$ cat config.mk
export PLATFORM = sky130hd
export DESIGN_NAME = gray_count_decoder
export DESIGN_NICKNAME = d
export VERILOG_FILES = /design/src/rtl/gray_count_decoder.sv
export SDC_FILE = /design/constraint.sdc
export NUM_CORES = 1
export LEC_CHECK = 0
export ABC_CLOCK_PERIOD_IN_PS = 3400
export BUFFER_PORTS_ARGS = -buffer_cell sky130_fd_sc_hd__buf_2
export CAP_MARGIN = 25
export CORE_MARGIN = 3
export CORE_UTILIZATION = 48
export DETAILED_ROUTE_END_ITERATION = 7
export PLACE_DENSITY_LB_ADDON = 0.25
export SETUP_SLACK_MARGIN = 0.3
export SYNTH_ARGS = -nofsm -noshare
export SYNTH_HDL_FRONTEND = slang
export SYNTH_SLANG_ARGS = --single-unit
$ cat constraint.sdc
create_clock -name clk -period 3.4 [get_ports clk]
set_input_delay 0.17 -clock clk [delete_from_list [all_inputs] [get_ports clk]]
set_output_delay 0.17 -clock clk [all_outputs]
set_load 0.005 [all_outputs]
$ cat src/rtl/gray_count_decoder.sv
// gray_count_decoder: synchronizes a foreign-domain Gray count, decodes it to binary and
// classifies each new sample against the previous one (hold / +1 / -1 / illegal jump).
// Latency: bin_out reflects gray_in sampled SYNC_STAGES+1 rising edges earlier.
// Backpressure: none; the decoder tracks its input every cycle and never stalls or freezes.
//
// Ports:
//   clk, resetn      clock (rising edge) and synchronous active-low reset
//   gray_in          Gray-coded count from the producer (MSB = Gray bit N-1)
//   clear_err        synchronous clear of err_sticky and wrap_cnt (a same-cycle set/increment wins)
//   bin_out          decoded binary value, qualified by bin_valid
//   step_up/step_dn  one-cycle pulses for a +1 / -1 step, aligned with the bin_out update
//   err, err_sticky  one-cycle pulse on a jump of two or more Gray bits, and its sticky copy
//   wrap_cnt         saturating count of up-wraps (all-ones -> 0)

module gray_count_decoder #(
  parameter int DATA_WIDTH  = 4,
  parameter int SYNC_STAGES = 2,
  parameter int WRAP_WIDTH  = 8
) (
  input  logic                  clk,
  input  logic                  resetn,
  input  logic [DATA_WIDTH-1:0] gray_in,
  input  logic                  clear_err,
  output logic [DATA_WIDTH-1:0] bin_out,
  output logic                  bin_valid,
  output logic                  step_up,
  output logic                  step_dn,
  output logic                  err,
  output logic                  err_sticky,
  output logic [WRAP_WIDTH-1:0] wrap_cnt
);

  localparam logic [0:0] ST_INIT      = 1'b0;
  localparam logic [0:0] ST_HAVE_PREV = 1'b1;

  // Fill counter runs 0..SYNC_STAGES+1 (at most 4), so 3 bits always suffice.
  localparam int             FILL_W    = 3;
  localparam logic [FILL_W-1:0] FILL_LAST = FILL_W'(SYNC_STAGES);
  localparam logic [FILL_W-1:0] FILL_FULL = FILL_W'(SYNC_STAGES + 1);

  function automatic logic [DATA_WIDTH-1:0] gray2bin(input logic [DATA_WIDTH-1:0] g);
    logic [DATA_WIDTH-1:0] b;
    b[DATA_WIDTH-1] = g[DATA_WIDTH-1];
    for (int i = DATA_WIDTH - 2; i >= 0; i--) begin
      b[i] = b[i+1] ^ g[i];
    end
    return b;
  endfunction

  // ---------------------------------------------------------------------------
  // Synchronizer chain
  // ---------------------------------------------------------------------------
  logic [DATA_WIDTH-1:0] sync_q [SYNC_STAGES];

  always_ff @(posedge clk) begin
    if (!resetn) begin
      for (int i = 0; i < SYNC_STAGES; i++) begin
        sync_q[i] <= '0;
      end
    end else begin
      sync_q[0] <= gray_in;
      for (int i = 1; i < SYNC_STAGES; i++) begin
        sync_q[i] <= sync_q[i-1];
      end
    end
  end

  // ---------------------------------------------------------------------------
  // State
  // ---------------------------------------------------------------------------
  logic [0:0]            state_q,     state_d;
  logic [FILL_W-1:0]     fill_q,      fill_d;
  logic [DATA_WIDTH-1:0] prev_gray_q, prev_gray_d;
  logic [DATA_WIDTH-1:0] bin_q,       bin_d;
  logic                  valid_q,     valid_d;
  logic                  up_q,        up_d;
  logic                  dn_q,        dn_d;
  logic                  err_q,       err_d;
  logic                  sticky_q,    sticky_d;
  logic [WRAP_WIDTH-1:0] wrap_q,      wrap_d;

  // ---------------------------------------------------------------------------
  // Classification of the newest synchronized word against the previous one
  // ---------------------------------------------------------------------------
  logic [DATA_WIDTH-1:0] gray_new;
  logic [DATA_WIDTH-1:0] bin_new;
  logic [DATA_WIDTH-1:0] diff;
  logic [DATA_WIDTH-1:0] delta;
  logic                  one_bit;
  logic                  is_up;
  logic                  is_dn;
  logic                  is_jump;
  logic                  wrap_ev;

  assign gray_new = sync_q[SYNC_STAGES-1];
  assign bin_new  = gray2bin(gray_new);
  assign diff     = gray_new ^ prev_gray_q;
  assign delta    = bin_new - bin_q;

  // Exactly one bit set: nonzero and clearing the lowest set bit leaves nothing.
  assign one_bit  = (diff != '0) && ((diff & (diff - DATA_WIDTH'(1))) == '0);
  assign is_up    = one_bit && (delta == DATA_WIDTH'(1));
  assign is_dn    = one_bit && (delta == '1);
  // A single-bit change that is not +/-1 is neither a step nor an error.
  assign is_jump  = (diff != '0) && !one_bit;
  // A +1 step out of all-ones necessarily lands on zero.
  assign wrap_ev  = (state_q == ST_HAVE_PREV) && is_up && (bin_q == '1);

  always_comb begin
    state_d     = state_q;
    fill_d      = (fill_q != FILL_FULL) ? fill_q + FILL_W'(1) : fill_q;
    prev_gray_d = prev_gray_q;
    bin_d       = bin_q;
    valid_d     = valid_q;
    up_d        = 1'b0;
    dn_d        = 1'b0;
    err_d       = 1'b0;

    case (state_q)
      ST_INIT: begin
        // Load on the edge where the counter reaches SYNC_STAGES+1: the last
        // sync flop now holds the first word sampled after reset release.
        if (fill_q == FILL_LAST) begin
          bin_d       = bin_new;
          prev_gray_d = gray_new;
          valid_d     = 1'b1;
          state_d     = ST_HAVE_PREV;
        end
      end
      ST_HAVE_PREV: begin
        bin_d       = bin_new;
        prev_gray_d = gray_new;
        up_d        = is_up;
        dn_d        = is_dn;
        err_d       = is_jump;
      end
      default: state_d = ST_INIT;
    endcase

    sticky_d = err_d | (sticky_q & ~clear_err);

    if (clear_err) begin
      wrap_d = wrap_ev ? WRAP_WIDTH'(1) : '0;
    end else if (wrap_ev && (wrap_q != '1)) begin
      wrap_d = wrap_q + WRAP_WIDTH'(1);
    end else begin
      wrap_d = wrap_q;
    end
  end

  always_ff @(posedge clk) begin
    if (!resetn) begin
      state_q     <= ST_INIT;
      fill_q      <= '0;
      prev_gray_q <= '0;
      bin_q       <= '0;
      valid_q     <= 1'b0;
      up_q        <= 1'b0;
      dn_q        <= 1'b0;
      err_q       <= 1'b0;
      sticky_q    <= 1'b0;
      wrap_q      <= '0;
    end else begin
      state_q     <= state_d;
      fill_q      <= fill_d;
      prev_gray_q <= prev_gray_d;
      bin_q       <= bin_d;
      valid_q     <= valid_d;
      up_q        <= up_d;
      dn_q        <= dn_d;
      err_q       <= err_d;
      sticky_q    <= sticky_d;
      wrap_q      <= wrap_d;
    end
  end

  assign bin_out    = bin_q;
  assign bin_valid  = valid_q;
  assign step_up    = up_q;
  assign step_dn    = dn_q;
  assign err        = err_q;
  assign err_sticky = sticky_q;
  assign wrap_cnt   = wrap_q;

endmodule

==> flow_summary_export.csv <==
group,metric,value,unit
outcome,status,"finished clean",
cells_and_area,seq_area,648.1,µm²
placed_design,place_inst,225,
cells_and_area,fillers,258,
sta,fin_crit_sh,0.8787,
worst_setup_path,path_max_fanout,5,
synth,yosysSeqAreaShare,0.4163,
worst_setup_path,crit_start,"sync_q[0][7]$_SDFF_PN0_",
synth,synth-seq-cells,32,
worst_setup_path,slowest_delay,0.57,ns
worst_setup_path,criticalPathCategory,"register to register",
synth,synthesis.nets,179,
detailed_routing,via_per_inst,5.371,
detailed_routing,first_pass_iters,4,
sta,rsz0062_at_grt,"false",
detailed_routing,wl_per_cell,13.64,µm
flow_run,drv_cap,0,
synth,synth_cell_types,41,
placed_design,routabilityCongestion,0.8179,
placed_design,hpwl,2266,µm
detailed_routing,wl_met2,1722,µm
die,fp-row-count,19,
detailed_routing,wirelength_met1,1329,µm
worst_setup_path,arrival,3.23,ns
min_path,min_path_cells,2,
sta,fmax,0.3347,GHz
worst_setup_path,path_buf_inv,1,
clock_tree,clock_latency,0.32,ns
synth,synth_warnings,0,
synth,yosysMostFrequentCell,"dfxtp_1",
global_route,grt_max_degree,17,
detailed_routing,top_layer,"met4",
die,initial_utilization,0.5306,
worst_setup_path,startpoint_type,"register",
cells_and_area,area_growth,21.38,%
clock_tree,cts-root-buf,"clkbuf_4",
sta,finClkSkew,0.004410,ns
min_path,hp-start,"gray_in[3]",
placed_design,port_buffers,23,
min_path,min_path_type,"primary input to register",
detailed_routing,drt_iter0_markers,72,
die,coreArea,2900,µm²
sta,period_needed,2.988,ns
worst_setup_path,r2r-end,"wrap_cnt[3]$_SDFFE_PN0P_",
worst_setup_path,r2r_slack,0.41,ns
worst_setup_path,crit_required,3.65,ns
die,io_pins,24,
cells_and_area,final_nets,212,
global_route,antenna_found_initial,0,
synth,yosys.area.top_type,"dfxtp_1",
worst_setup_path,cp-end-kind,"register",
clock_tree,clk_pin_slew_worst_paths,0.09,ns
synth,synth_flop_cell,"dfxtp_1",
sta,drv_slew,0,
worst_setup_path,worstPathCellList,"xor2_4 > xnor2_2 > inv_1 > xnor2_1 > ha_2 > fa_2 > and3b_2 > o2111ai_4 > or4_4 > a21oi_1",
worst_setup_path,critical_path.slowest_cell,"fa_2",
sta,tightest_slew,0.9437,ns
detailed_routing,met3_length,159,µm
sta,fin_tns_setup,0,ns
sta,max_slew_margin,0.3709,
die,die_x,62.63,µm
min_path,min_to,"sync_q[0][3]$_SDFF_PN0_",
synth,async_flop_share,0,
worst_setup_path,rr_startpoint,"sync_q[0][7]$_SDFF_PN0_",
global_route,grt_pass1_vias,1286,
synth,yosys.area.top_type_share,0.4163,
placed_design,place_area,1680,µm²
global_route,grt_util_all_layers,0.1816,
detailed_routing,vias,1289,
pwr,ir_worst_vdd,0.3062,mV
worst_setup_path,r2r_cells,10,
detailed_routing,ant_nets,0,
synth,syn_area_per_cell,9.384,µm²
die,die_h,62.63,µm
clock_tree,numCtsBuffers,5,
pwr,power.density,467.2,nW/µm²
cells_and_area,stdcell_area,1868,µm²
pwr,p_leak,0.7588,nW
die,die_area,3922,µm²
synth,synthCells,164,
sta,hold_violations,0,
sta,setup_violations,0,
worst_setup_path,crit_family,"adder cells",
synth,yosys-top-cells-area,"dfxtp_1 42%, ha_1 5.7%, and2_1 4.9%, mux2i_1 4.6%, xnor2_1 3.4%",
synth,yosys-top-cells-count,"32 x dfxtp_1, 13 x nand2_1, 13 x nor2_1, 12 x and2_1, 10 x a21oi_1",
clock_tree,clock-sinks,32,
cells_and_area,final_cell_count_no_fill,240,
clock_tree,h-tree-depth,2,
global_route,grt_pass1_wl,5658,µm
clock_tree,cts_tree,"done",
cells_and_area,drive_gt1_frac,0.2576,
global_route,grt_overflow_total,0,
synth,synth_enable_flop_cells,0,
synth,syn-cell-area,1539,µm²
detailed_routing,totalWireLength,3274,µm
cells_and_area,multiInputGateArea,914.6,µm²
clock_tree,clk_path_buf_depth,2,
cells_and_area,antenna_cells,0,
detailed_routing,drc_errors,0,
layer usage:
metal / up-vias / GRT usage
met2: 34 / 0.3209
met4: 0 / 0.07438
met5: - / 0
li1: 651 / -
met3: 6 / 0.06295
met1: 598 / 0.1964
placed cells by master (no fill, tap or decap), types with 2 or more instances in the layout:
| cell type | count |
|---|---|
| or4_1 | 2 |
| dfxtp_4 | 2 |
| xor2_2 | 2 |
| nand2b_1 | 4 |
| a21oi_1 | 10 |
| nor2_1 | 13 |
| inv_1 | 8 |
| mux2i_1 | 7 |
| nand3_1 | 5 |
| xnor2_2 | 3 |
| and3_1 | 2 |
| buf_2 | 23 |
| buf_4 | 6 |
| o21ai_0 | 4 |
| o31ai_1 | 3 |
| and2_1 | 12 |
| nor4_1 | 2 |
| clkbuf_1 | 2 |
| clkbuf_4 | 5 |
| nor3_1 | 2 |
| ha_1 | 6 |
| dfxtp_1 | 30 |
| nand2_1 | 13 |
| nand4_1 | 4 |
| xnor2_1 | 5 |
worst max path at each step:
stage                                          end  slack [ns]  depth (start not counted)
after floorplan           wrap_cnt[4]$_SDFFE_PN0P_        0.40                         11
after global placement    wrap_cnt[4]$_SDFFE_PN0P_        0.26                         11
after detailed placement  wrap_cnt[3]$_SDFFE_PN0P_        0.08                         11
after CTS                 wrap_cnt[3]$_SDFFE_PN0P_        0.31                         11
after global routing      wrap_cnt[3]$_SDFFE_PN0P_        0.28                         10
final                     wrap_cnt[3]$_SDFFE_PN0P_        0.41                         10
power by group:
part | switching, mW | total [mW] | internal [mW] | leakage, nW
sequential | 0.0239 | 0.424 | 0.400 | 0.262
combinational | 0.133 | 0.232 | 0.0992 | 0.464
clock | 0.115 | 0.217 | 0.102 | 0.0326
total | 0.272 | 0.873 | 0.601 | 0.759
worst register-to-register path: stages (launching register included):
cell	delay (ns)
dfxtp_4	0.39
xor2_4	0.20
xnor2_2	0.20
inv_1	0.10
xnor2_1	0.16
ha_2	0.20
fa_2	0.57
and3b_2	0.24
o2111ai_4	0.14
or4_4	0.51
a21oi_1	0.21
layout make-up:
class | count | area share
Clock buffer | 8 | 0.03148
Sequential cell | 32 | 0.3470
Multi-Input combinational cell | 120 | 0.4896
Timing Repair Buffer | 29 | 0.08573
Inverter | 9 | 0.01808
Tap cell | 42 | 0.02813
kinds of logic (layout without fill, tap and decap cells):
logic type | Yosys count | count (layout) | synth area share
and+or+nand+nor | 65 | 65 | 0.2244
DFF | 32 | 32 | 0.4163
AOI/OAI and AO/OA | 26 | 27 | 0.1155
buffers and inverters | 13 | 46 | 0.03902
xor gates and xnor gates | 12 | 12 | 0.08293
adders and majority gates | 9 | 9 | 0.07642
muxes | 7 | 7 | 0.04553
what timing repair did:
item / 4_1_cts / 5_1_grt
pin swaps: 1 / 3
cloned: 0 / 1
buffers inserted: 0 / 6
resized for setup: 9 / 5
hold buffers: 0 / 0
endpoints found under the hold margin: 0 / 0
endpoints found under the setup margin: 6 / 6
per-stage QoR:
step	total power, mW	setup slack, ns	hold WS, ns	util
2_1_floorplan	0.5866	0.4011	0.2917	-
3_3_place_gp	0.6173	0.2600	0.3764	0.5794
3_5_place_dp	0.6294	0.07907	0.3809	0.5794
4_1_cts	0.8537	0.3093	0.03379	0.6156
5_1_grt	0.9295	0.2772	0.03021	0.6441
6_report	0.8727	0.4125	0.04989	0.6441
state kept, by name, summed over array words and instances, names as in the netlist:
name / count
step_up: 1
prev_gray_q: 4
sync_q: 8
state_q: 1
bin_out: 3
err_sticky: 1
step_dn: 1
fill_q: 3
wrap_cnt: 8
bin_valid: 1
err: 1
Note: power is estimated with default switching activity, not from simulation.
